File: src/rtl/obi_host_mem_arbiter.sv
// rtl/obi_host_mem_arbiter.sv - round-robin OBI arbiter onto one host-memory port
// Responses return in grant order, routed through a requester-ID FIFO.
module obi_host_mem_arbiter #(
  parameter int unsigned NUM_REQ   = 4,
  parameter int unsigned MAX_OUTST = 4,
  parameter int unsigned ADDR_W    = 32,
  parameter int unsigned DATA_W    = 32
) (
  input  logic                          clk_i,
  input  logic                          rst_ni,
  input  logic [NUM_REQ-1:0]            req_i,
  input  logic [NUM_REQ-1:0]            we_i,
  input  logic [NUM_REQ*DATA_W/8-1:0]   be_i,
  input  logic [NUM_REQ*ADDR_W-1:0]     addr_i,
  input  logic [NUM_REQ*DATA_W-1:0]     wdata_i,
  output logic [NUM_REQ-1:0]            gnt_o,
  output logic [NUM_REQ-1:0]            rvalid_o,
  output logic [NUM_REQ*DATA_W-1:0]     rdata_o,
  output logic                          mem_req_o,
  output logic                          mem_we_o,
  output logic [DATA_W/8-1:0]           mem_be_o,
  output logic [ADDR_W-1:0]             mem_addr_o,
  output logic [DATA_W-1:0]             mem_wdata_o,
  input  logic                          mem_gnt_i,
  input  logic                          mem_rvalid_i,
  input  logic [DATA_W-1:0]             mem_rdata_i
);

  localparam int unsigned BE_W  = DATA_W / 8;
  localparam int unsigned ID_W  = (NUM_REQ > 1) ? $clog2(NUM_REQ) : 1;
  localparam int unsigned PTR_W = $clog2(MAX_OUTST);
  localparam int unsigned CNT_W = PTR_W + 1;

  logic [ID_W-1:0]  rr_ptr_q, rr_ptr_d;
  logic             lock_q, lock_d;
  logic [ID_W-1:0]  locked_id_q, locked_id_d;
  logic [ID_W-1:0]  fifo_q [MAX_OUTST];
  logic [PTR_W-1:0] wr_ptr_q, rd_ptr_q;
  logic [CNT_W-1:0] count_q;

  logic [ID_W-1:0]  rr_sel, cand, sel, head;
  logic             found, full, empty, grant, push, pop;

  // Rotating priority search starting at rr_ptr.
  always_comb begin
    rr_sel = rr_ptr_q;
    cand   = '0;
    found  = 1'b0;
    for (int unsigned k = 0; k < NUM_REQ; k++) begin
      cand = ID_W'((32'(rr_ptr_q) + k) % NUM_REQ);
      if (!found && req_i[cand]) begin
        rr_sel = cand;
        found  = 1'b1;
      end
    end
  end

  assign sel       = lock_q ? locked_id_q : rr_sel;
  assign full      = (count_q == CNT_W'(MAX_OUTST));
  assign empty     = (count_q == '0);
  assign mem_req_o = req_i[sel] & ~full;
  assign grant     = mem_req_o & mem_gnt_i;
  assign push      = grant;
  assign head      = fifo_q[rd_ptr_q];
  assign pop       = mem_rvalid_i & ~empty;

  always_comb begin
    mem_we_o    = 1'b0;
    mem_be_o    = '0;
    mem_addr_o  = '0;
    mem_wdata_o = '0;
    for (int unsigned i = 0; i < NUM_REQ; i++) begin
      if (mem_req_o && (32'(sel) == i)) begin
        mem_we_o    = we_i[i];
        mem_be_o    = be_i[i*BE_W +: BE_W];
        mem_addr_o  = addr_i[i*ADDR_W +: ADDR_W];
        mem_wdata_o = wdata_i[i*DATA_W +: DATA_W];
      end
    end
  end

  assign gnt_o    = grant ? (NUM_REQ'(1) << sel) : '0;
  assign rvalid_o = pop ? (NUM_REQ'(1) << head) : '0;
  assign rdata_o  = {NUM_REQ{mem_rdata_i}};

  // Lock keeps the address phase stable while memory withholds the grant.
  always_comb begin
    rr_ptr_d    = rr_ptr_q;
    lock_d      = lock_q;
    locked_id_d = locked_id_q;
    if (grant) begin
      rr_ptr_d = (32'(sel) == NUM_REQ - 1) ? '0 : sel + 1'b1;
      lock_d   = 1'b0;
    end else if (mem_req_o) begin
      lock_d      = 1'b1;
      locked_id_d = sel;
    end else if (lock_q && !req_i[locked_id_q]) begin
      lock_d = 1'b0;
    end
  end

  always_ff @(posedge clk_i or negedge rst_ni) begin
    if (!rst_ni) begin
      rr_ptr_q    <= '0;
      lock_q      <= 1'b0;
      locked_id_q <= '0;
      wr_ptr_q    <= '0;
      rd_ptr_q    <= '0;
      count_q     <= '0;
      for (int unsigned i = 0; i < MAX_OUTST; i++) fifo_q[i] <= '0;
    end else begin
      rr_ptr_q    <= rr_ptr_d;
      lock_q      <= lock_d;
      locked_id_q <= locked_id_d;
      if (push) begin
        fifo_q[wr_ptr_q] <= sel;
        wr_ptr_q         <= wr_ptr_q + 1'b1;
      end
      if (pop) rd_ptr_q <= rd_ptr_q + 1'b1;
      case ({push, pop})
        2'b10:   count_q <= count_q + 1'b1;
        2'b01:   count_q <= count_q - 1'b1;
        default: count_q <= count_q;
      endcase
    end
  end

  a_rvalid_outstanding: assert property (@(posedge clk_i) disable iff (!rst_ni)
    mem_rvalid_i |-> !empty)
    else $warning("obi_host_mem_arbiter: response with nothing outstanding dropped");

  a_locked_req_held: assert property (@(posedge clk_i) disable iff (!rst_ni)
    lock_q |-> req_i[locked_id_q])
    else $warning("obi_host_mem_arbiter: locked requester withdrew req before grant");

endmodule

File: config.mk
export PLATFORM = sky130hd
export DESIGN_NAME = obi_host_mem_arbiter
export DESIGN_NICKNAME = d
export VERILOG_FILES = /design/src/rtl/obi_host_mem_arbiter.sv
export SDC_FILE = /design/constraint.sdc
export NUM_CORES = 1
export LEC_CHECK = 0
export ABC_AREA = 1
export BUFFER_PORTS_ARGS = -buffer_cell sky130_fd_sc_hd__buf_2
export CORE_AREA = 2 2 205 207
export CTS_CLUSTER_DIAMETER = 150
export CTS_CLUSTER_SIZE = 20
export DETAILED_ROUTE_END_ITERATION = 16
export DIE_AREA = 0 0 207 209
export MAX_ROUTING_LAYER = met4
export PLACE_DENSITY_LB_ADDON = 0.08
export SYNTH_ARGS = -nofsm -noshare
export SYNTH_HDL_FRONTEND = slang
export SYNTH_SLANG_ARGS = --single-unit
File: constraint.sdc
create_clock -name clk_i -period 2.7 [get_ports clk_i]
set_input_delay 0.135 -clock clk_i [delete_from_list [all_inputs] [get_ports clk_i]]
set_output_delay 0.135 -clock clk_i [all_outputs]
set_load 0.03 [all_outputs]
# After elaboration in Yosys (flattened, before gate mapping)
# Index checks and enable logic that the tools add are counted.
[totals]
reg_bits = 20
output_inout_bits = 206
[classes]
addsub = 8
order_cmp = 9
n_eq_ne = 6
n_shift = 2
muxes = 48
n_bitwise = 8
n_reduce_logical = 18
[op_table]
columns = ["cell", "count"]
rows = [
  ["32-bit 2-to-1 mux", 8],
  ["4-bit 2-to-1 mux", 6],
  ["2-bit by 3-bit less-than comparator with 1-bit output, second input constant", 6],
  ["1-bit 2-to-1 mux", 16],
  ["2-bit 2-to-1 mux", 8],
  ["1-bit binary-select mux with 2-bit select", 6],
  ["1-bit logical AND", 9],
  ["2-bit by 1-bit adder with 2-bit output, second input constant", 4],
  ["8-bit bitwise mux", 1],
  ["1-bit by 2-bit << shifter with 4-bit output, first input constant", 2],
  ["2-bit == test, second input constant", 3],
  ["3-bit greater-or-equal comparator, second input constant", 2],
  ["2-bit inverter with 3-bit output", 2],
  ["3-bit one-hot mux with 2 select lines", 1],
  ["2-bit adder, second input constant", 2],
  ["2-bit binary-select mux with 2-bit select", 1],
  ["2-bit demux with 2-bit select", 1],
  ["2-bit by 1-bit == test with 1-bit output, second input constant", 2],
  ["1-bit logical NOT", 4],
  ["3-bit by 1-bit adder with 3-bit output, second input constant", 1],
  ["1-bit bitwise AND", 3],
  ["3-bit == test, second input constant", 1],
  ["3-bit logical NOT", 1],
  ["3-bit by 1-bit less-than comparator with 1-bit output, second input constant", 1],
  ["other kinds (6)", 8],
]

# Longest topological paths before layout
# Gate-level depths: netlist of the first run.
[logic_depth]
ltp_word = 21
depth_mapped = 26
mapped_depth_nobuf = 24

# Worst setup path after synthesis of the first run
# Ideal clock, no wire load.
[synth_timing]
path_kind = "reg2reg"
from = "reg rr_ptr_q[1]"
to = "reg count_q[2]"
t_arrival_ns = 2.794
required_ns = 2.569
path_slack_ns = -0.225
path_stages_with_launch = 26
n_path_buf = 2
period_less_slack_ns = 2.925
path_cell_list = "dfrtp_1 buf_2 inv_2 nand2_1 nand2_1 nand2_1 nand2_2 nand3_1 nand2_1 nand2_1 nand2_1 nand2_2 nand2_2 nand2_1 nand3_2 nand2_4 nand2_2 nor2_2 buf_4 inv_1 ha_1 inv_1 fa_1 a21oi_1 o21ai_0 xor2_1"
[synth_between]
elab_chain_cells = 19
[synth_rtl]
columns = ["item", "line", "text"]
rows = [
  ["from (decl)", "34", "logic [ID_W-1:0] rr_ptr_q, rr_ptr_d;"],
  ["from (signal assigned)", "112", "rr_ptr_q <= rr_ptr_d;"],
  ["branches (longest 11 deep; another with 2-bit by 1-bit adder with 2-bit output)", "--", ""],
  ["2-bit 2-to-1 mux (*)", "51", "if (!found && req_i[cand]) begin"],
  ["2-bit 2-to-1 mux (*)", "58", "assign sel = lock_q ? locked_id_q : rr_sel;"],
  ["1-bit binary-select mux with 2-bit select (*)", "61", "assign mem_req_o = req_i[sel] & ~full;"],
  ["1-bit 2-to-1 mux (not written as such) (*)", "61", ""],
  ["1-bit bitwise AND (*)", "61", ""],
  ["1-bit bitwise AND (*)", "62", "assign grant = mem_req_o & mem_gnt_i;"],
  ["2-bit by 1-bit == test with 1-bit output / 2-bit == test (equally long branches)", "120", "case ({push, pop})"],
  ["3-bit one-hot mux with 2 select lines / 2-bit nonzero test (equally long branches)", "--", ""],
  ["to (signal assigned)", "121", "2'b10: count_q <= count_q + 1'b1;"],
  ["to (signal assigned)", "122", "2'b01: count_q <= count_q - 1'b1;"],
  ["to (signal assigned)", "123", "default: count_q <= count_q;"],
  ["to (decl)", "39", "logic [CNT_W-1:0] count_q;"],
]
# Mark *: on every way between the ends. The select of a mux whose other input is x is not followed.
# A chain may end at the register's enable or synchronous reset.

# Worst setup path in the final report of the first run
[layout_timing]
from = "reg rr_ptr_q[0]"
to = "out mem_wdata_o[9]"
[layout_between]
elab_chain_cells = 21
[layout_rtl]
columns = ["item", "line", "text"]
rows = [
  ["branches (longest 11 deep; another with 2-bit by 1-bit adder with 2-bit output)", "--", ""],
  ["2-bit 2-to-1 mux (*)", "51", ""],
  ["2-bit 2-to-1 mux (*)", "58", ""],
  ["named net sel[0]", "41", "logic [ID_W-1:0] rr_sel, cand, sel, head;"],
  ["1-bit binary-select mux with 2-bit select", "61", ""],
  ["1-bit 2-to-1 mux (not written as such)", "61", ""],
  ["1-bit bitwise AND", "61", ""],
  ["1-bit logical AND", "73", "if (mem_req_o && (32'(sel) == i)) begin"],
  ["32-bit 2-to-1 mux (3 in series)", "73", ""],
  ["32-bit 2-to-1 mux (*)", "73", ""],
  ["to (decl)", "23", "output logic [DATA_W-1:0] mem_wdata_o,"],
]
# Mark *: on every way through the listed nets, which the timed path passes. The select of a mux whose other input is x is not followed.

==> results of run 1 <==
==> what timing repair did <==
item,CTS,global route
hold endpoints to repair,20,0
pin swaps,34,126
cloned,16,22
hold buffers,1,0
resized for setup,269,251
buffers inserted,24,13
setup endpoints to repair,75,91
==> cells in the final DEF (no fill, tap or decap), drive strengths merged <==
cell / instances
buf: 477
a31oi: 1
dlygate4sd3: 1
diode: 7
nand4: 207
o21ai: 18
nand3: 93
xnor2: 1
inv: 235
xor2: 4
ha: 9
clkinvlp: 1
nor2: 81
fa: 1
a21oi: 5
dfrtp: 20
clkinv: 2
clkbuf: 19
a31o: 1
nand2: 369
a32oi: 1
==> metal layers <==
metal / part of all wire / routed length [um] / track usage / up-vias
li1: - / - / - / 4492
met1: 0.44 / 17100 / 0.205 / 4178
met2: 0.51 / 19800 / 0.279 / 271
met3: 0.044 / 1710 / 0.0186 / 56
met4: 0.016 / 612 / 0.0288 / 0
met5: 0 / 0 / - / -
==> registers in the layout, indices dropped and copies added (netlist names) <==
name         count
wr_ptr_q         2
lock_q           1
fifo_q           8
count_q          3
locked_id_q      2
rr_ptr_q         2
rd_ptr_q         2
==> metrics by stage <==
stage	worst slack, ns	TNS [ns]	util	instances
6_report	-0.346	-21.64	0.279	2092
5_1_grt	-0.532	-35.57	0.279	2091
3_5_place_dp	-0.196	-4.50	0.208	2011
2_1_floorplan	-0.0627	-0.0915	-	1278
4_1_cts	-0.312	-18.90	0.247	2055
3_3_place_gp	-0.156	-3.18	0.208	2011
==> worst max-delay path by stage <==
stage | startpoint | endpoint | depth (start not counted)
after global placement | rr_ptr_q[0]$_DFFE_PN0P_ | mem_wdata_o[0] | 21
after detailed placement | rr_ptr_q[1]$_DFFE_PN0P_ | mem_wdata_o[0] | 20
after CTS | rr_ptr_q[0]$_DFFE_PN0P_ | mem_wdata_o[7] | 22
after floorplan | rr_ptr_q[0]$_DFFE_PN0P_ | count_q[2]$_DFFE_PN0P_ | 24
final | rr_ptr_q[0]$_DFFE_PN0P_ | mem_wdata_o[9] | 20
after global routing | rr_ptr_q[0]$_DFFE_PN0P_ | mem_addr_o[9] | 23
==> layout make-up <==
class | instances | share of cell area
Multi-Input combinational cell | 791 | 0.417
Timing Repair Buffer | 494 | 0.389
Inverter | 236 | 0.0813
Tap cell | 539 | 0.0585
Sequential cell | 20 | 0.0436
Clock buffer | 3 | 0.00651
Timing Repair inverter | 2 | 0.00206
Antenna cell | 7 | 0.00152
==> cells by family (layout without fill, tap and decap cells) <==
kind of cell | after synthesis | in the layout | synth area share
AOI/OAI and AO/OA | 26 | 26 | 0.0206
xor gates and xnor gates | 5 | 5 | 0.00650
adders and majority gates | 10 | 10 | 0.0197
buffers and inverters | 467 | 735 | 0.358
DFF | 20 | 20 | 0.0743
other | 0 | 7 | 0
and+or+nand+nor | 750 | 750 | 0.521
==> impl_metrics.toml, run 1 <==
[floorplanning]
die_h_um = 209
dieArea_sq_mm = 0.0433
dieWidth_um = 207
start_util = 0.163
io_pins = 522
coreArea_sq_mm = 0.0413
rows = 75

[synth]
synthCells = 1278
synth_edf_count = 0
yosys_most_used_dff = "dfrtp_1"
synth_top_area_cell = "nand2_1"
synth_seq_cells = 20
synth_top_area_share = 0.201
avgSynthCellArea_sq_um = 5.27
synthArstFlopShare = 1.00
synth_area_leaders = "nand2_1, nand4_1, buf_4, inv_1, dfrtp_1"
synth.yosys.seq_area_share = 0.0743
synth-warning-count = 0
netlist_area_sq_mm = 0.00673
synth_fp_nets = 1604
yosysMostFrequentCell = "nand2_1"
post_synth_num_cell_types = 29
synth_common_cells = "nand2_1, inv_1, nand4_1"

[cts]
clk_pin_slew_ns = 0.05
clockBufferDepth = 2
worstSkewPairLatency_ns = 0.25
tritoncts = "built"
h-tree-depth = 1
root_buffer = "clkbuf_16"
cts_sinks = 20
cts_buffers = 3

[setup_path]
worst_ep_required_time_ns = 2.57
cp_top_family = "simple AND/OR/NAND/NOR gates"
regToRegSetupSlack_ns = -0.30
path_class = "flop to primary output"
critPathArrivalTime_ns = 2.91
worstSetupEndpointType = "primary output"
path_cells = "buf_6, nand2_2, nand2_2, nand2_2, nand2_4, nor2_4, nand3_1, nand2_2, nand2_4, nand2_4, inv_4, ha_4, buf_12, buf_16, nor2_4, nand4_1, nand3_2, nand2_1, nand2_1, buf_6"
crit_buf_inv = 5
crit_path_max_fanout = 8
reg2reg_to = "count_q[2]$_DFFE_PN0P_"
path_common_cell = "nand2_2"
r2r-start = "rr_ptr_q[0]$_DFFE_PN0P_"
r2r_cells = 23
slowest_delay_ns = 0.47
cp_slowest_cell = "dfrtp_2"
cp-start-kind = "flop"

[layout]
n_fill_cell = 4755
syn_to_final_growth_pct = 71.2
fin_nets = 1874
multi_input_area_sq_mm = 0.00481
seqCellArea_sq_um = 503
drive_gt1_frac = 0.494
final_cell_area_sq_mm = 0.0115

[timing]
hold_viol = 0
setup_viol = 76
finClkSkew_ns = 0.00454
worst_pin_slew_ns = 0.513
layout_min_cycle_time_ns = 3.05
period_share = 1.13
maxSlewHeadroom = 0.658
rsz0062_at_grt = "yes"
hold_slack_ns = 0.270
finalWorstSetupSlack_ns = -0.346
max_freq_mhz = 328
drv_slew = 0

[worst_hold_path]
hp-class = "primary input to primary output"
hold_end = "rdata_o[127]"
hold_depth = 0
hp-start = "mem_rdata_i[31]"

[detailed_routing]
drtAntennaViolNets = 0
dr.pass1.iters = 4
drc_errors = 0
routed_wl_um = 39200
vias = 8997
viasPerCell = 4.30
wire_per_inst_um = 18.7
dr.first_iter.drc_count = 370

[global_routing]
antenna_found_initial = 7
grt_pass1_vias = 8802
grt_pass1_wl_um = 53900
grt_start_max_net_pins = 114
overflow = 0
grt_use_total = 0.162

[place]
port_buffers = 361
hpwl_um = 25900
postPlaceCellArea_sq_mm = 0.00857
gp_congestion = 0.802

[flow_run]
maxCapViolations = 0

[status]
status = "complete, but fails checks"
violations = "negative setup slack"
Power of run 1 is not shown: default switching activity piles up to over one toggle a cycle in this logic, so the estimate is an artifact.
==> inputs of run 2 (changes only) <==
--- a/config.mk
+++ b/config.mk
@@ -7,11 +7,12 @@
 export LEC_CHECK = 0
 export ABC_AREA = 1
 export BUFFER_PORTS_ARGS = -buffer_cell sky130_fd_sc_hd__buf_2
-export CORE_AREA = 2 2 205 207
+export CELL_PAD_IN_SITES_DETAIL_PLACEMENT = 1
+export CELL_PAD_IN_SITES_GLOBAL_PLACEMENT = 2
+export CORE_UTILIZATION = 16
 export CTS_CLUSTER_DIAMETER = 150
 export CTS_CLUSTER_SIZE = 20
 export DETAILED_ROUTE_END_ITERATION = 16
-export DIE_AREA = 0 0 207 209
 export MAX_ROUTING_LAYER = met4
 export PLACE_DENSITY_LB_ADDON = 0.08
 export SYNTH_ARGS = -nofsm -noshare
==> run 2 against run 1 <==
Compared with the run above:
- the flow still finishes with violations (negative setup slack)
- first-iteration DRC count shrank 14%
- clock-buffer cell count grew 1
- register-to-register slack lost 0.08 ns
- clock skew shrank 0.00065 ns
- global-route usage grew 1.1 points
- sequential cell count is the same
- wire length shrank 3.3%
==> impl_metrics.toml, run 2 (synthesis results as in run 1) <==
[status]
status = "complete, but fails checks"
violations = "negative setup slack"

[cts]
cts_sinks = 20
h-tree-depth = 1
cts_buffers = 3
clk_pin_slew_ns = 0.06
clockBufferDepth = 2
tritoncts = "built"
worstSkewPairLatency_ns = 0.25
root_buffer = "clkbuf_16"

[detailed_routing]
vias = 8883
drc_errors = 0
dr.first_iter.drc_count = 320
dr.pass1.iters = 6
wire_per_inst_um = 18.2
routed_wl_um = 37900
viasPerCell = 4.28
drtAntennaViolNets = 0

[setup_path]
r2r-start = "rr_ptr_q[0]$_DFFE_PN0P_"
reg2reg_to = "count_q[2]$_DFFE_PN0P_"
r2r_cells = 23
crit_path_max_fanout = 8
critPathArrivalTime_ns = 2.95
path_class = "flop to primary output"
worstSetupEndpointType = "primary output"
worst_ep_required_time_ns = 2.57
cp-start-kind = "flop"
regToRegSetupSlack_ns = -0.38

[place]
gp_congestion = 0.803
placedCellCount = 2021
hpwl_um = 28400
port_buffers = 361

[layout]
fin_nets = 1859
layout_commonest_cell = "buf_2"
reg_top3 = "fifo_q (8), count_q (3)"
multi_input_area_sq_mm = 0.00439
utilization = 0.257
syn_to_final_growth_pct = 57.3
layout_common_cells = "buf_2, nand2_1, inv_1"
finalNonFillerCells = 2077
largest_reg_flops = 8
n_fill_cell = 5209
drive_gt1_frac = 0.427
seqCellArea_sq_um = 503
largest_register = "fifo_q"

[global_routing]
grt_pass1_vias = 9215
antenna_found_initial = 10
grt_pass1_wl_um = 56100
grt_start_max_net_pins = 83
overflow = 0
grt_use_total = 0.172

[floorplanning]
start_util = 0.163
die_h_um = 207
coreArea_sq_mm = 0.0412
dieWidth_um = 207
io_pins = 522
dieArea_sq_mm = 0.0429
rows = 74

[timing]
maxSlewHeadroom = 0.665
hold_viol = 0
period_share = 1.14
max_freq_mhz = 324
setup_viol = 81
layout_min_cycle_time_ns = 3.08
hold_slack_ns = 0.270
drv_slew = 0
rsz0062_at_grt = "yes"
worst_pin_slew_ns = 0.503
finalWorstSetupSlack_ns = -0.385
finClkSkew_ns = 0.00389

[worst_hold_path]
hp-class = "primary input to primary output"
hold_depth = 0
hold_end = "rdata_o[119]"
hp-start = "mem_rdata_i[23]"

[flow_run]
maxCapViolations = 0
[run 2: cell types whose count changed in the layout (fill, tap and decap cells not counted), sizes merged]
cell / before / now
buf: 477 / 472
clkinv: 2 / 0
clkbuf: 19 / 9
inv: 235 / 236
diode: 7 / 13
bufbuf: 0 / 2
[run 2: cell type report]
type | count | share of cell area
multi-input combinational | 791 | 0.414
inverter | 236 | 0.0858
sequential | 20 | 0.0475
clock buffer | 4 | 0.00839
timing repair buffer | 480 | 0.378
timing repair inverter | 1 | 0.000709
antenna | 13 | 0.00307
tap | 532 | 0.0628
[run 2: worst max path at each step]
stage	start	to	depth (start not counted)
2_1_floorplan	rr_ptr_q[0]$_DFFE_PN0P_	count_q[2]$_DFFE_PN0P_	24
3_3_place_gp	rr_ptr_q[0]$_DFFE_PN0P_	count_q[2]$_DFFE_PN0P_	23
3_5_place_dp	rr_ptr_q[0]$_DFFE_PN0P_	count_q[2]$_DFFE_PN0P_	23
4_1_cts	rr_ptr_q[0]$_DFFE_PN0P_	mem_wdata_o[6]	20
5_1_grt	rr_ptr_q[0]$_DFFE_PN0P_	mem_wdata_o[15]	22
6_report	rr_ptr_q[0]$_DFFE_PN0P_	mem_wdata_o[15]	22
[run 2: what timing repair did]
item                                    CTS  global route
endpoints found under the setup margin   76            92
gates resized for setup                 206           125
pin swaps                                13            48
buffers inserted                         14             7
cloned                                   13             5
hold endpoints to repair                 20             0
hold buffers                              1             0
[run 2: metal layers]
layer  global-route usage  routed length (um)  share of wire  up-vias
li1                     -                   -              -     4462
met1                0.206               16300           0.43     4089
met2                0.302               18900           0.50      285
met3               0.0285                1850          0.049       47
met4               0.0358                 733          0.019        0
met5                    -                   0              0        -
[run 2: stage by stage]
stage | cell area (sq um) | setup WS (ns) | TNS (ns)
after floorplan | 6810 | -0.0627 | -0.0915
after global placement | 8780 | -0.170 | -6.74
after detailed placement | 8780 | -0.207 | -8.08
after CTS | 9990 | -0.391 | -23.94
after global routing | 10600 | -0.586 | -42.42
final | 10600 | -0.385 | -25.37
[run 2: critical path: stages, from the launching register on]
cell	delay, ns
dfrtp_2	0.46
buf_6	0.16
nand2_2	0.08
nand2_4	0.06
nand2_2	0.08
nand2_4	0.07
nor2_4	0.12
nand2_2	0.08
nand2_1	0.07
nand2_1	0.06
nand2_2	0.13
nand2_4	0.10
nand2_4	0.09
nand3_4	0.09
nand2_8	0.16
nand3_4	0.15
buf_8	0.18
buf_16	0.14
nand2_1	0.07
inv_1	0.04
nand2_1	0.07
nand2_1	0.07
buf_6	0.14
Power of run 2 is left out for the same reason.
